==> config.mk <==
export PLATFORM = sky130hd
export DESIGN_NAME = univ_shift_reg
export DESIGN_NICKNAME = d
export VERILOG_FILES = /design/src/rtl/univ_shift_reg_pkg.sv /design/src/rtl/univ_shift_reg_shift_step_unit.sv /design/src/rtl/univ_shift_reg.sv
export SDC_FILE = /design/constraint.sdc
export NUM_CORES = 1
export LEC_CHECK = 0
export BUFFER_PORTS_ARGS = -buffer_cell sky130_fd_sc_hd__buf_2
export CELL_PAD_IN_SITES_DETAIL_PLACEMENT = 1
export CELL_PAD_IN_SITES_GLOBAL_PLACEMENT = 1
export CORE_ASPECT_RATIO = 1.75
export CORE_MARGIN = 1
export CORE_UTILIZATION = 30
export CTS_CLUSTER_SIZE = 30
export DETAILED_ROUTE_END_ITERATION = 8
export MAX_ROUTING_LAYER = met4
export PLACE_DENSITY = 0.68
export SLEW_MARGIN = 25
export SYNTH_ARGS = -nofsm -noshare
export SYNTH_HDL_FRONTEND = slang
export SYNTH_SLANG_ARGS = --single-unit
==> constraint.sdc <==
create_clock -name clk -period 1.45 [get_ports clk]
set_input_delay 0.0725 -clock clk [delete_from_list [all_inputs] [get_ports clk]]
set_output_delay 0.0725 -clock clk [all_outputs]
set_load 0.02 [all_outputs]
==> src/rtl/univ_shift_reg_pkg.sv <==
// Shared definitions for the universal shift register.
//   - operation mode encodings (3-bit)
//   - controller state encoding (IDLE / RUN)
//   - helper that classifies a mode as a stepping (shift/rotate) operation
package univ_shift_reg_pkg;

  localparam logic [2:0] MODE_HOLD = 3'd0;
  localparam logic [2:0] MODE_LOAD = 3'd1;
  localparam logic [2:0] MODE_SHL  = 3'd2;
  localparam logic [2:0] MODE_SHR  = 3'd3;
  localparam logic [2:0] MODE_ROL  = 3'd4;
  localparam logic [2:0] MODE_ROR  = 3'd5;
  localparam logic [2:0] MODE_ASR  = 3'd6;
  localparam logic [2:0] MODE_RSVD = 3'd7;

  typedef enum logic {
    ST_IDLE = 1'b0,
    ST_RUN  = 1'b1
  } state_t;

  // True for modes that move bits; only these can run as a multi-cycle op.
  function automatic logic is_shift_mode(input logic [2:0] m);
    return (m >= MODE_SHL) && (m <= MODE_ASR);
  endfunction

endpackage

==> src/rtl/univ_shift_reg_shift_step_unit.sv <==
// Combinational single-step datapath of the universal shift register.
// Ports:
//   q         current register contents
//   mode      operation to apply (see univ_shift_reg_pkg)
//   s_in      serial fill bit for SHL/SHR
//   d         parallel load data
//   next_q    register contents after one step
//   out_bit   bit shifted/rotated out by this step
//   upd_carry high when out_bit should be captured into carry
module shift_step_unit
  import univ_shift_reg_pkg::*;
#(
  parameter int WIDTH = 8
) (
  input  logic [WIDTH-1:0] q,
  input  logic [2:0]       mode,
  input  logic             s_in,
  input  logic [WIDTH-1:0] d,
  output logic [WIDTH-1:0] next_q,
  output logic             out_bit,
  output logic             upd_carry
);

  logic signed [WIDTH-1:0] q_s;

  assign q_s = q;

  always_comb begin
    next_q    = q;
    out_bit   = 1'b0;
    upd_carry = 1'b0;
    case (mode)
      MODE_LOAD: next_q = d;
      MODE_SHL: begin
        next_q    = {q[WIDTH-2:0], s_in};
        out_bit   = q[WIDTH-1];
        upd_carry = 1'b1;
      end
      MODE_SHR: begin
        next_q    = {s_in, q[WIDTH-1:1]};
        out_bit   = q[0];
        upd_carry = 1'b1;
      end
      MODE_ROL: begin
        next_q    = {q[WIDTH-2:0], q[WIDTH-1]};
        out_bit   = q[WIDTH-1];
        upd_carry = 1'b1;
      end
      MODE_ROR: begin
        next_q    = {q[0], q[WIDTH-1:1]};
        out_bit   = q[0];
        upd_carry = 1'b1;
      end
      MODE_ASR: begin
        next_q    = q_s >>> 1;
        out_bit   = q[0];
        upd_carry = 1'b1;
      end
      default: ;  // HOLD and reserved mode keep q
    endcase
  end

endmodule

==> src/rtl/univ_shift_reg.sv <==
// Universal shift register: hold, load, logical/arithmetic shifts and rotates,
// either as single enabled steps or as a multi-cycle "shift by N" command with
// a start/busy/done handshake.
// Ports:
//   clk, reset  rising-edge clock, asynchronous active-high reset
//   n_clr       synchronous active-low clear (aborts a running command)
//   en          step enable (single op in IDLE, advance/stall in RUN)
//   mode        operation select
//   d, s_in     parallel load data, serial fill bit
//   start       begin multi-cycle op (IDLE only), amount = step count
//   Q, Q_bar    register contents and its inverse
//   carry       last bit shifted/rotated out
//   busy, done  command in progress, one-cycle completion pulse
module univ_shift_reg
  import univ_shift_reg_pkg::*;
#(
  parameter int WIDTH = 8,
  parameter int AMT_W = 3
) (
  input  logic             clk,
  input  logic             reset,
  input  logic             n_clr,
  input  logic             en,
  input  logic [2:0]       mode,
  input  logic [WIDTH-1:0] d,
  input  logic             s_in,
  input  logic             start,
  input  logic [AMT_W-1:0] amount,
  output logic [WIDTH-1:0] Q,
  output logic [WIDTH-1:0] Q_bar,
  output logic             carry,
  output logic             busy,
  output logic             done
);

  state_t           state;
  logic [2:0]       op_mode;
  logic [AMT_W-1:0] cnt;
  logic [WIDTH-1:0] q_r;

  logic [2:0]       step_mode;
  logic [WIDTH-1:0] next_q;
  logic             out_bit;
  logic             upd_carry;

  // In RUN the latched command drives the datapath; live mode is ignored.
  assign step_mode = (state == ST_RUN) ? op_mode : mode;

  shift_step_unit #(
    .WIDTH(WIDTH)
  ) u_step (
    .q        (q_r),
    .mode     (step_mode),
    .s_in     (s_in),
    .d        (d),
    .next_q   (next_q),
    .out_bit  (out_bit),
    .upd_carry(upd_carry)
  );

  always_ff @(posedge clk or posedge reset) begin
    if (reset) begin
      q_r     <= '0;
      carry   <= 1'b0;
      state   <= ST_IDLE;
      cnt     <= '0;
      op_mode <= MODE_HOLD;
      done    <= 1'b0;
    end else begin
      done <= 1'b0;
      if (!n_clr) begin
        q_r   <= '0;
        carry <= 1'b0;
        state <= ST_IDLE;
        cnt   <= '0;
      end else if (state == ST_RUN) begin
        if (en) begin
          q_r <= next_q;
          if (upd_carry) carry <= out_bit;
          cnt <= cnt - AMT_W'(1);
          if (cnt == AMT_W'(1)) begin
            state <= ST_IDLE;
            done  <= 1'b1;
          end
        end
      end else if (start) begin
        op_mode <= mode;
        cnt     <= amount;
        // Commands with nothing to iterate finish immediately in IDLE.
        if ((amount == '0) || !is_shift_mode(mode)) begin
          if (mode == MODE_LOAD) q_r <= d;
          done <= 1'b1;
        end else begin
          state <= ST_RUN;
        end
      end else if (en) begin
        q_r <= next_q;
        if (upd_carry) carry <= out_bit;
      end
    end
  end

  assign Q     = q_r;
  assign Q_bar = ~q_r;
  assign busy  = (state == ST_RUN);

endmodule

[Word-level counts from Yosys, hierarchy flattened]
Index checks and enable logic that the tools add are counted.
Storage, ports and cells
  bits of input ports: 20
  bits in registers: 17
  logic and storage cells: 65
  output and inout port bits: 19
Cells by class
  multiplexer cells: 31
  equality and inequality tests: 13
  bitwise operators: 2
  add/subtract/negate cells: 1
  magnitude comparators: 2
  reductions and logical operators: 10
Operators with widths (number)
  8-bit two-way mux: 6
  8-bit case mux with 6 select lines: 1
  1-bit two-way mux: 18
  3-bit two-way mux: 5
  3-bit by 1-bit equality test with 1-bit output, second input constant: 3
  3-bit equality test, second input constant: 3
  4-bit by 2-bit inequality test with 1-bit output, second input constant: 2
  8-bit NOT: 1
  3-bit by 2-bit equality test with 1-bit output, second input constant: 2
  5-bit OR reduction: 1
  2-bit AND reduction: 2
  3-bit by 2-bit greater-or-equal comparator with 1-bit output, second input constant: 1
  3-bit <= comparator, second input constant: 1
  3-bit logical NOT: 1
  3-bit by 1-bit inequality test with 1-bit output, second input constant: 1
  3-bit by 2-bit inequality test with 1-bit output, second input constant: 1
  3-bit inequality test, second input constant: 1
  3-bit AND reduction: 1
  3-bit OR reduction: 1
  3-bit by 1-bit subtractor with 3-bit output, second input constant: 1
  1-bit case mux with 2 select lines: 1
  2-bit OR reduction: 1
  1-bit logical AND: 1
  1-bit logical NOT: 1
  2 further kinds: 2

[Longest topological paths before layout]
Gate-level depths: netlist (run 1).
  word-level depth: 9
  mapped depth: 8

[By module]
A second synthesis (run 1) with hierarchy kept.
Unflattened totals
  cells, all modules: 154
  area total of the unflattened synthesis: 1468.9 um^2
By module, submodules not included
  univ_shift_reg: cells each 102, instances 1, area an instance 1031.0 um^2
  shift_step_unit: cells each 52, instances 1, area an instance 437.9 um^2

[Worst setup path before layout (run 1)]
Ideal clock, no wire load.
  path type: reg-to-reg
  start: register state, in the netlist busy
  end: register q_r[0], in the netlist Q[0]
  clock period less this slack: 1.744 ns
  arrival time: 1.608 ns
  path buffers: 2
  path slack: -0.294 ns
  stages on the path, launching flop included: 8
  data required time: 1.314 ns
  library setup time: 0.136 ns
  cells stage by stage: dfrtp_1 -> buf_6 -> mux2i_4 -> buf_6 -> xnor2_1 -> a21oi_1 -> a221oi_1 -> o211ai_1
On the way
  cells in the longest elaborated chain, start to end: 7
  elaborated cells between the ends (all ways): 15
  those cells by class: eq/ne: 8; mux: 6; reduce/logical: 1
RTL lines
  start, declared: line univ_shift_reg.sv:36  | state_t state;
  start signal, assigned: line univ_shift_reg.sv:65  | state <= ST_IDLE;
  start signal, assigned: line univ_shift_reg.sv:74  | state <= ST_IDLE;
  start signal, assigned: line univ_shift_reg.sv:82  | state <= ST_IDLE;
  3-bit two-way mux: line univ_shift_reg.sv:47  | assign step_mode = (state == ST_RUN) ? op_mode : mode;
  3-bit equality test, or another cell as far along: line univ_shift_reg_shift_step_unit.sv:32  | case (mode)
  8-bit case mux with 6 select lines: line univ_shift_reg_shift_step_unit.sv:32
  8-bit two-way mux: line univ_shift_reg.sv:77, univ_shift_reg.sv:96
  8-bit two-way mux: line univ_shift_reg.sv:86  | end else if (start) begin
  8-bit two-way mux: line univ_shift_reg.sv:76  | end else if (state == ST_RUN) begin
  8-bit two-way mux: line univ_shift_reg.sv:71  | if (!n_clr) begin
  end signal, assigned: line univ_shift_reg.sv:78  | q_r <= next_q;
  end signal, assigned: line univ_shift_reg.sv:97  | q_r <= next_q;
  end, declared: line univ_shift_reg.sv:39  | logic [WIDTH-1:0] q_r;
Several ways; a longest one is shown, not always the timed one.
A chain may end at the register's enable or synchronous reset.

[Final worst setup path (run 1)]
  start: register state, in the netlist busy
  end: register q_r[5], in the netlist Q[5]
The elaborated chain is that of the path after synthesis.

==> results of run 1 <==
-- cells by family after synthesis --
| family | after synthesis | synth area share (%) |
|---|---|---|
| AO/OA/AOI/OAI | 68 | 31.7 |
| AND/OR/NAND/NOR | 54 | 18.3 |
| buffers and inverters | 23 | 7.67 |
| flip-flops | 17 | 28.4 |
| multiplexers | 12 | 10.7 |
| XOR/XNOR | 2 | 1.67 |
| adder cells (fa/ha/maj) | 2 | 1.67 |
-- worst paths after layout --
path	end	slack (ns)	depth (start not counted)	start
setup / recovery	Q[5]	-0.33	6	busy
hold / removal	carry	0.11	3	n_clr
setup reg to reg	Q[5]	-0.33	6	busy
hold reg to reg	cnt[1]	0.48	2	cnt[1]
max in group asynchronous	busy	0.83	4	reset
min in group asynchronous	cnt[2]	0.38	4	reset
-- layout make-up --
| cell class | instances | area share (%) |
|---|---|---|
| clock buffers | 4 | 2.02 |
| inverters | 13 | 2.18 |
| multi-input cells | 139 | 49.9 |
| flip-flops and latches | 17 | 19.1 |
| well taps | 52 | 2.91 |
| repair buffers | 77 | 23.9 |
-- metal layers --
layer,vias to the layer above,global-route usage [%]
met5,-,-
li1,817,-
met4,0,8.13
met3,12,2.58
met2,36,39.4
met1,842,24.4
-- report_power, final --
group	switching (µW)	internal, µW	leakage [µW]	total (µW)
logic	528	452	0.000721	980
registers	101	537	0.000219	638
clock network	177	195	0.0000228	372
-- worst max-delay path: stages, from the launching register on --
cell and delay [ns]:
dfrtp_2 0.51, buf_6 0.15, mux2_4 0.35, nor3_4 0.22
buf_6 0.17, a221oi_2 0.07, o31ai_1 0.21
-- stage by stage --
step | hold WS [ns] | setup WS (ns) | setup TNS (ns) | instance area (µm²)
floorplan | -0.00150 | -0.239 | -2.01 | 1510
global placement | 0.108 | -0.368 | -2.99 | 1980
detailed placement | 0.113 | -0.381 | -3.37 | 1980
CTS | 0.0984 | -0.311 | -3.34 | 2200
global route | 0.110 | -0.425 | -4.58 | 2230
finish | 0.113 | -0.335 | -3.12 | 2230
-- cells in the final DEF (no fill, tap or decap), types with 7 or more instances in the layout --
master	netlist	layout
buf_2	5	38
nand2_1	23	21
buf_4	0	30
a221oi_2	0	8
nor2_1	13	11
o21ai_0	13	11
dfrtp_1	17	16
o31ai_1	9	8
a21oi_1	10	8
a31oi_1	7	7
inv_1	13	13
-- flip-flops by register name, summed over array words and instances, names as in the netlist --
register / cells
Q: 8
busy: 1
carry: 1
cnt: 3
done: 1
op_mode: 3
-- repair_timing --
action / 4_1_cts / 5_1_grt
gates cloned: 1 / 0
setup endpoints to repair: 15 / 17
hold buffers: 1 / 0
endpoints found under the hold margin: 17 / 0
resized for setup: 25 / 10
pin swaps: 4 / 1
setup buffers: 4 / 0
==> metrics.csv, run 1 <==
metric;value;unit
num_rows;33;
gp_congestion;0.804;
die_y;95.5;µm
clockBufferDepth;2;
placed_cells;292;
ys_warn_count;0;
grt_max_degree;18;
clkSlewWorstSetupHoldPaths;0.08;ns
worstPathRequired;1.61;ns
violations;negative setup slack;
synth_seq_cells;17;
syn_nets;200;
routedLengthMet1;2.19;mm
start_util;31.6;%
irDropWorstVdd;0.000401;V
area_growth;49.0;%
critPathKind;reg -> reg;
worst_slew_pin_slew;0.290;ns
fin_skew;0.00483;ns
cp_max_fo;8;
status;complete, but fails checks;
cts-buffers-inserted;3;
slew-limit-headroom;80.5;%
critPathArrivalTime;1.94;ns
multi_input_area;1120;µm²
finalPower;1990;µW
via_count;1707;
timing.final.crit_share;123;%
synth.distinct_cells;39;
cts_tree;yes;
synth_commonest_cells;nand2_1 (23), dfrtp_1 (17), inv_1 (13), nor2_1 (13), o21ai_0 (13);
layout.nets;273;
route.met2.wl;2.82;mm
p_leak;0.000964;µW
avgSynthCellArea;8.43;µm²
num_io_pins;39;
ff_latch_area;427;µm²
antenna_found_initial;0;
wl_met3;138;µm
overflow;0;
cts.sinks;17;
fillCellCount;585;
yosysSeqAreaShare;28.4;%
ys_dominant_reg_cell;dfrtp_1;
dieArea;5300;µm²
synth-edff-count;0;
die_x;55.5;µm
slew_violations;0;
drt-initial-drc-count;34;
setup_viol;14;
viasPerCell;5.65;
final_util;47.1;%
synthesis.area;1500;µm²
rsz0062_at_grt;true;
finalHoldViolations;0;
fin_cells;302;
synth_area_leaders;dfrtp_1 (28%), a221oi_1 (5.8%), nand2_1 (5.8%);
max_freq;560;MHz
clock_latency;0.25;ns
async_reset_ff_share;100;%
route.final.wire_length;5.31;mm
portBuffers;38;
htree_levels;1;
drc;0;
maxCapViolCount;0;
drive_gt1_share;48.4;%
hold_class;in -> reg;
wl_per_cell;17.6;µm
drtAntennaViolNets;0;
core_region_area;4750;µm²
grt_pass1_wl;8.73;mm
num_antenna_cells;0;
grt_usage;21.8;%
netlist.top_cell.by_area;dfrtp_1;
worst_setup_path_start_kind;register;
fin_ws;-0.335;ns
synth.top_cell.area_share;28.4;%
hpwl;3.92;mm
period_minus_slack;1.78;ns
top_layer_used;met4;
cellPowerDensity;890;nW/µm²
syn_inst;178;
root_buffer;clkbuf_8;
cp-end-kind;register;
yosysMostFrequentCell;nand2_1;
grt_pass1_vias;1788;
drt-pass1-iter-count;4;
(Power assumes the default switching activity.)
==> run 2: changes to the inputs <==
--- a/config.mk
+++ b/config.mk
@@ -14,7 +14,7 @@
 export CTS_CLUSTER_SIZE = 30
 export DETAILED_ROUTE_END_ITERATION = 8
 export MAX_ROUTING_LAYER = met4
-export PLACE_DENSITY = 0.68
+export PLACE_DENSITY = 0.65
 export SLEW_MARGIN = 25
 export SYNTH_ARGS = -nofsm -noshare
 export SYNTH_HDL_FRONTEND = slang
==> constraint.sdc (replaced) <==
create_clock -name clk -period 2.3 [get_ports clk]
set_input_delay 0.115 -clock clk [delete_from_list [all_inputs] [get_ports clk]]
set_output_delay 0.115 -clock clk [all_outputs]
set_load 0.02 [all_outputs]
==> metrics.csv, run 2 (synthesis gave the netlist of run 1 again) <==
metric;value;unit
status;complete, but fails checks;
violations;negative hold slack;
worst_setup_path_start_kind;register;
layout.nets;239;
maxCapViolCount;0;
drt-pass1-iter-count;4;
p_leak;0.000738;µW
slew_violations;0;
root_buffer;clkbuf_8;
die_x;55.5;µm
cts_hold_buffers;0;
worst_slew_pin_slew;0.738;ns
num_antenna_cells;0;
cts-buffers-inserted;3;
hold_class;in -> async;
num_io_pins;39;
via_count;1537;
layout_commonest_cell;buf_2;
fin_skew;0.00133;ns
route.final.wire_length;4.77;mm
grt_pass1_wl;7.89;mm
period_minus_slack;2.07;ns
antenna_found_initial;0;
slew-limit-headroom;50.8;%
gp_congestion;0.836;
drc;0;
crit_family;flip-flops;
whs;-0.0288;ns
drive_gt1_share;29.2;%
tns;0;ns
num_rows;33;
critPathKind;reg -> reg;
path_cells;mux2i_2, nor3_1, nand3b_4, a221oi_1, o31ai_1;
core_region_area;4750;µm²
grt_max_degree;18;
timing.final.crit_share;89.9;%
cellPowerDensity;613;nW/µm²
portBuffers;38;
hpwl;3.74;mm
cts.sinks;17;
irDropWorstVdd;0.000275;V
finalHoldViolations;17;
setup_viol;0;
die_y;95.5;µm
crit_slowest_cell;dfrtp_1;
largest_reg_flops;8;
design_area;1780;µm²
dieArea;5300;µm²
clockBufferDepth;2;
cts-resized-gates;0;
most-common-layout-cells;buf_2 (38), nand2_1 (23), dfrtp_1 (17);
placed_cell_area;1730;µm²
start_util;31.6;%
grt_pass1_vias;1591;
cts_setup_buffers;0;
grt_usage;19.7;%
clkSlewWorstSetupHoldPaths;0.08;ns
max_freq;483;MHz
rsz0062_at_grt;false;
clock_latency;0.26;ns
htree_levels;1;
area_growth;18.7;%
cp_slowest_stage_delay;0.67;ns
cts_tree;yes;
drt-initial-drc-count;22;
drtAntennaViolNets;0;
critPathArrivalTime;2.20;ns
overflow;0;
cp_max_fo;14;
wl_per_cell;17.8;µm
crit_buf_inv;0;
viasPerCell;5.74;
cp-end-kind;register;
worstPathRequired;2.43;ns
[run 2: changes by cell type in the layout (fill, tap and decap cells not counted), sizes merged]
cell,change
buf,-32
clkbuf,-1
clkinv,+1
dlygate4sd3,-1
nand3b,-1
[run 2: report_power, final]
part           internal, µW  switching (µW)  leakage [µW]  total, µW
Combinational           179             277      0.000492        456
Clock                   120             118     0.0000255        239
Sequential              338            59.6      0.000221        398
[run 2: layout make-up]
type,count,area (µm²)
clock buffer,3,41.3
timing repair buffer,44,235
fill,590,2970
clock inverter,1,5.00
tap,52,65.1
inverter,13,48.8
sequential,17,425
multi-input combinational,138,960
[run 2: stage by stage]
| step | hold slack, ns | instances | total power [µW] | worst slack (ns) | utilization, % |
|---|---|---|---|---|---|
| after floorplan | 0.0411 | 178 | 719 | 0.556 | - |
| after global placement | 0.280 | 264 | 859 | 0.308 | 36.5 |
| after detailed placement | 0.293 | 264 | 865 | 0.212 | 36.5 |
| after CTS | 0.0130 | 268 | 1110 | 0.217 | 37.5 |
| after global routing | 0.0355 | 268 | 1170 | 0.0467 | 37.5 |
| final | -0.0288 | 268 | 1090 | 0.231 | 37.5 |
[run 2: worst paths after layout]
path	startpoint	to	slack (ns)	depth (start not counted)
setup / recovery	busy	Q[6]	0.23	5
hold / removal	reset	cnt[0]	-0.03	2
min in group clk	en	carry	0.17	2
setup reg to reg	busy	Q[6]	0.23	5
hold reg to reg	cnt[1]	cnt[1]	0.49	2
max in group asynchronous	reset	Q[3]	1.87	2
[run 2: metal layers]
metal	up-vias	share of wire (%)	track usage, %
met3	9	3.2	1.76
met4	0	2.1	6.88
met5	-	0	-
li1	746	-	-
met2	37	56	37.2
met1	745	39	21.2
==> run 3: changes to the inputs <==
--- a/config.mk
+++ b/config.mk
@@ -6,15 +6,12 @@
 export NUM_CORES = 1
 export LEC_CHECK = 0
 export BUFFER_PORTS_ARGS = -buffer_cell sky130_fd_sc_hd__buf_2
-export CELL_PAD_IN_SITES_DETAIL_PLACEMENT = 1
-export CELL_PAD_IN_SITES_GLOBAL_PLACEMENT = 1
 export CORE_ASPECT_RATIO = 1.75
-export CORE_MARGIN = 1
 export CORE_UTILIZATION = 30
 export CTS_CLUSTER_SIZE = 30
 export DETAILED_ROUTE_END_ITERATION = 8
 export MAX_ROUTING_LAYER = met4
-export PLACE_DENSITY = 0.65
+export PLACE_DENSITY = 0.51
 export SLEW_MARGIN = 25
 export SYNTH_ARGS = -nofsm -noshare
 export SYNTH_HDL_FRONTEND = slang
==> metrics.csv, run 3 (synthesis gave the netlist of run 1 again) <==
metric;value;unit
period_minus_slack;2.05;ns
irDropWorstVdd;0.000308;V
finalPower;1090;µW
dieArea;5300;µm²
p_leak;0.000736;µW
cellPowerDensity;615;nW/µm²
fillCellCount;498;
via_count;1519;
violations;negative hold slack;
crit_family;flip-flops;
overflow;0;
die_y;95.5;µm
drt-pass1-iter-count;4;
tns;0;ns
crit_slowest_cell;dfrtp_1;
clockBufferDepth;2;
cts-resized-gates;0;
max_freq;487;MHz
clkSlewWorstSetupHoldPaths;0.08;ns
clock_latency;0.26;ns
cp-end-kind;register;
worstPathRequired;2.44;ns
setup_viol;0;
grt_usage;18.5;%
antenna_found_initial;0;
cts_hold_buffers;0;
maxCapViolCount;0;
path_cells;mux2i_4, nor3_1, nand3b_4, a221oi_1, o31ai_1;
core_region_area;4750;µm²
status;complete, but fails checks;
route.final.wire_length;4.50;mm
hold_class;in -> async;
area_growth;18.6;%
placed_cell_area;1730;µm²
cts.sinks;17;
critPathArrivalTime;2.20;ns
cts-buffers-inserted;3;
place_ws;0.275;ns
drtAntennaViolNets;0;
rsz0062_at_grt;false;
num_io_pins;39;
grt_pass1_wl;7.49;mm
final_util;37.5;%
gp_congestion;0.820;
finalHoldViolations;17;
portBuffers;38;
grt_pass1_vias;1530;
grt_max_degree;18;
crit_buf_inv;0;
cts_setup_buffers;0;
num_rows;33;
critPathKind;reg -> reg;
most-common-layout-cells;buf_2 (38), nand2_1 (23), dfrtp_1 (17);
worst_slew_pin_slew;0.710;ns
fin_skew;0.00439;ns
fin_ws;0.247;ns
crit_start;busy;
largest_reg_flops;8;
viasPerCell;5.67;
timing.final.crit_share;89.3;%
worst_setup_path_start_kind;register;
layout_commonest_cell;buf_2;
drc;0;
drive_gt1_share;28.7;%
htree_levels;1;
start_util;31.6;%
hpwl;3.24;mm
cp_max_fo;14;
design_area;1780;µm²
root_buffer;clkbuf_8;
drt-initial-drc-count;71;
whs;-0.0476;ns
layout.nets;239;
die_x;55.5;µm
wl_per_cell;16.8;µm
cts_tree;yes;
slew_violations;0;
slew-limit-headroom;52.6;%
num_antenna_cells;0;
timing.rr.start;busy;
cp_slowest_stage_delay;0.66;ns
## run 3: cell count changes in the layout (fill, tap and decap cells not counted), sizes merged
cell / before / now
clkbuf: 3 / 4
clkinv: 1 / 0
## run 3: per-layer routing
metal / track usage (%) / wire length (µm)
met2: 34.7 / 2390
met5: - / 0
met4: 5.63 / 58
met1: 20.3 / 1870
met3: 2.17 / 184
## run 3: layout make-up
cell class | count | area, µm² | area share, %
multi-input combinational | 138 | 960 | 53.9
inverter | 13 | 48.8 | 2.74
sequential | 17 | 425 | 23.9
clock buffer | 4 | 45.0 | 2.53
tap | 52 | 65.1 | 3.66
timing repair buffer | 44 | 235 | 13.2
## run 3: through the flow
stage	instances	hold WS, ns
after global placement	264	0.269
final	268	-0.0476
after floorplan	178	0.0411
after global routing	268	0.0307
after detailed placement	264	0.283
after CTS	268	0.00315
## run 3: report_power, final
group	leakage, µW	switching [µW]	internal (µW)
logic	0.000492	273	179
clock network	0.0000228	120	124
registers	0.000221	60.2	338
## run 3: worst paths after layout
kind | slack (ns) | cells past startpoint | end
hold / removal | -0.05 | 2 | done
setup / recovery | 0.25 | 5 | Q[5]
min in group clk | 0.16 | 2 | carry
max in group asynchronous | 1.90 | 2 | op_mode[0]
setup reg to reg | 0.25 | 5 | Q[5]
hold reg to reg | 0.48 | 2 | cnt[1]
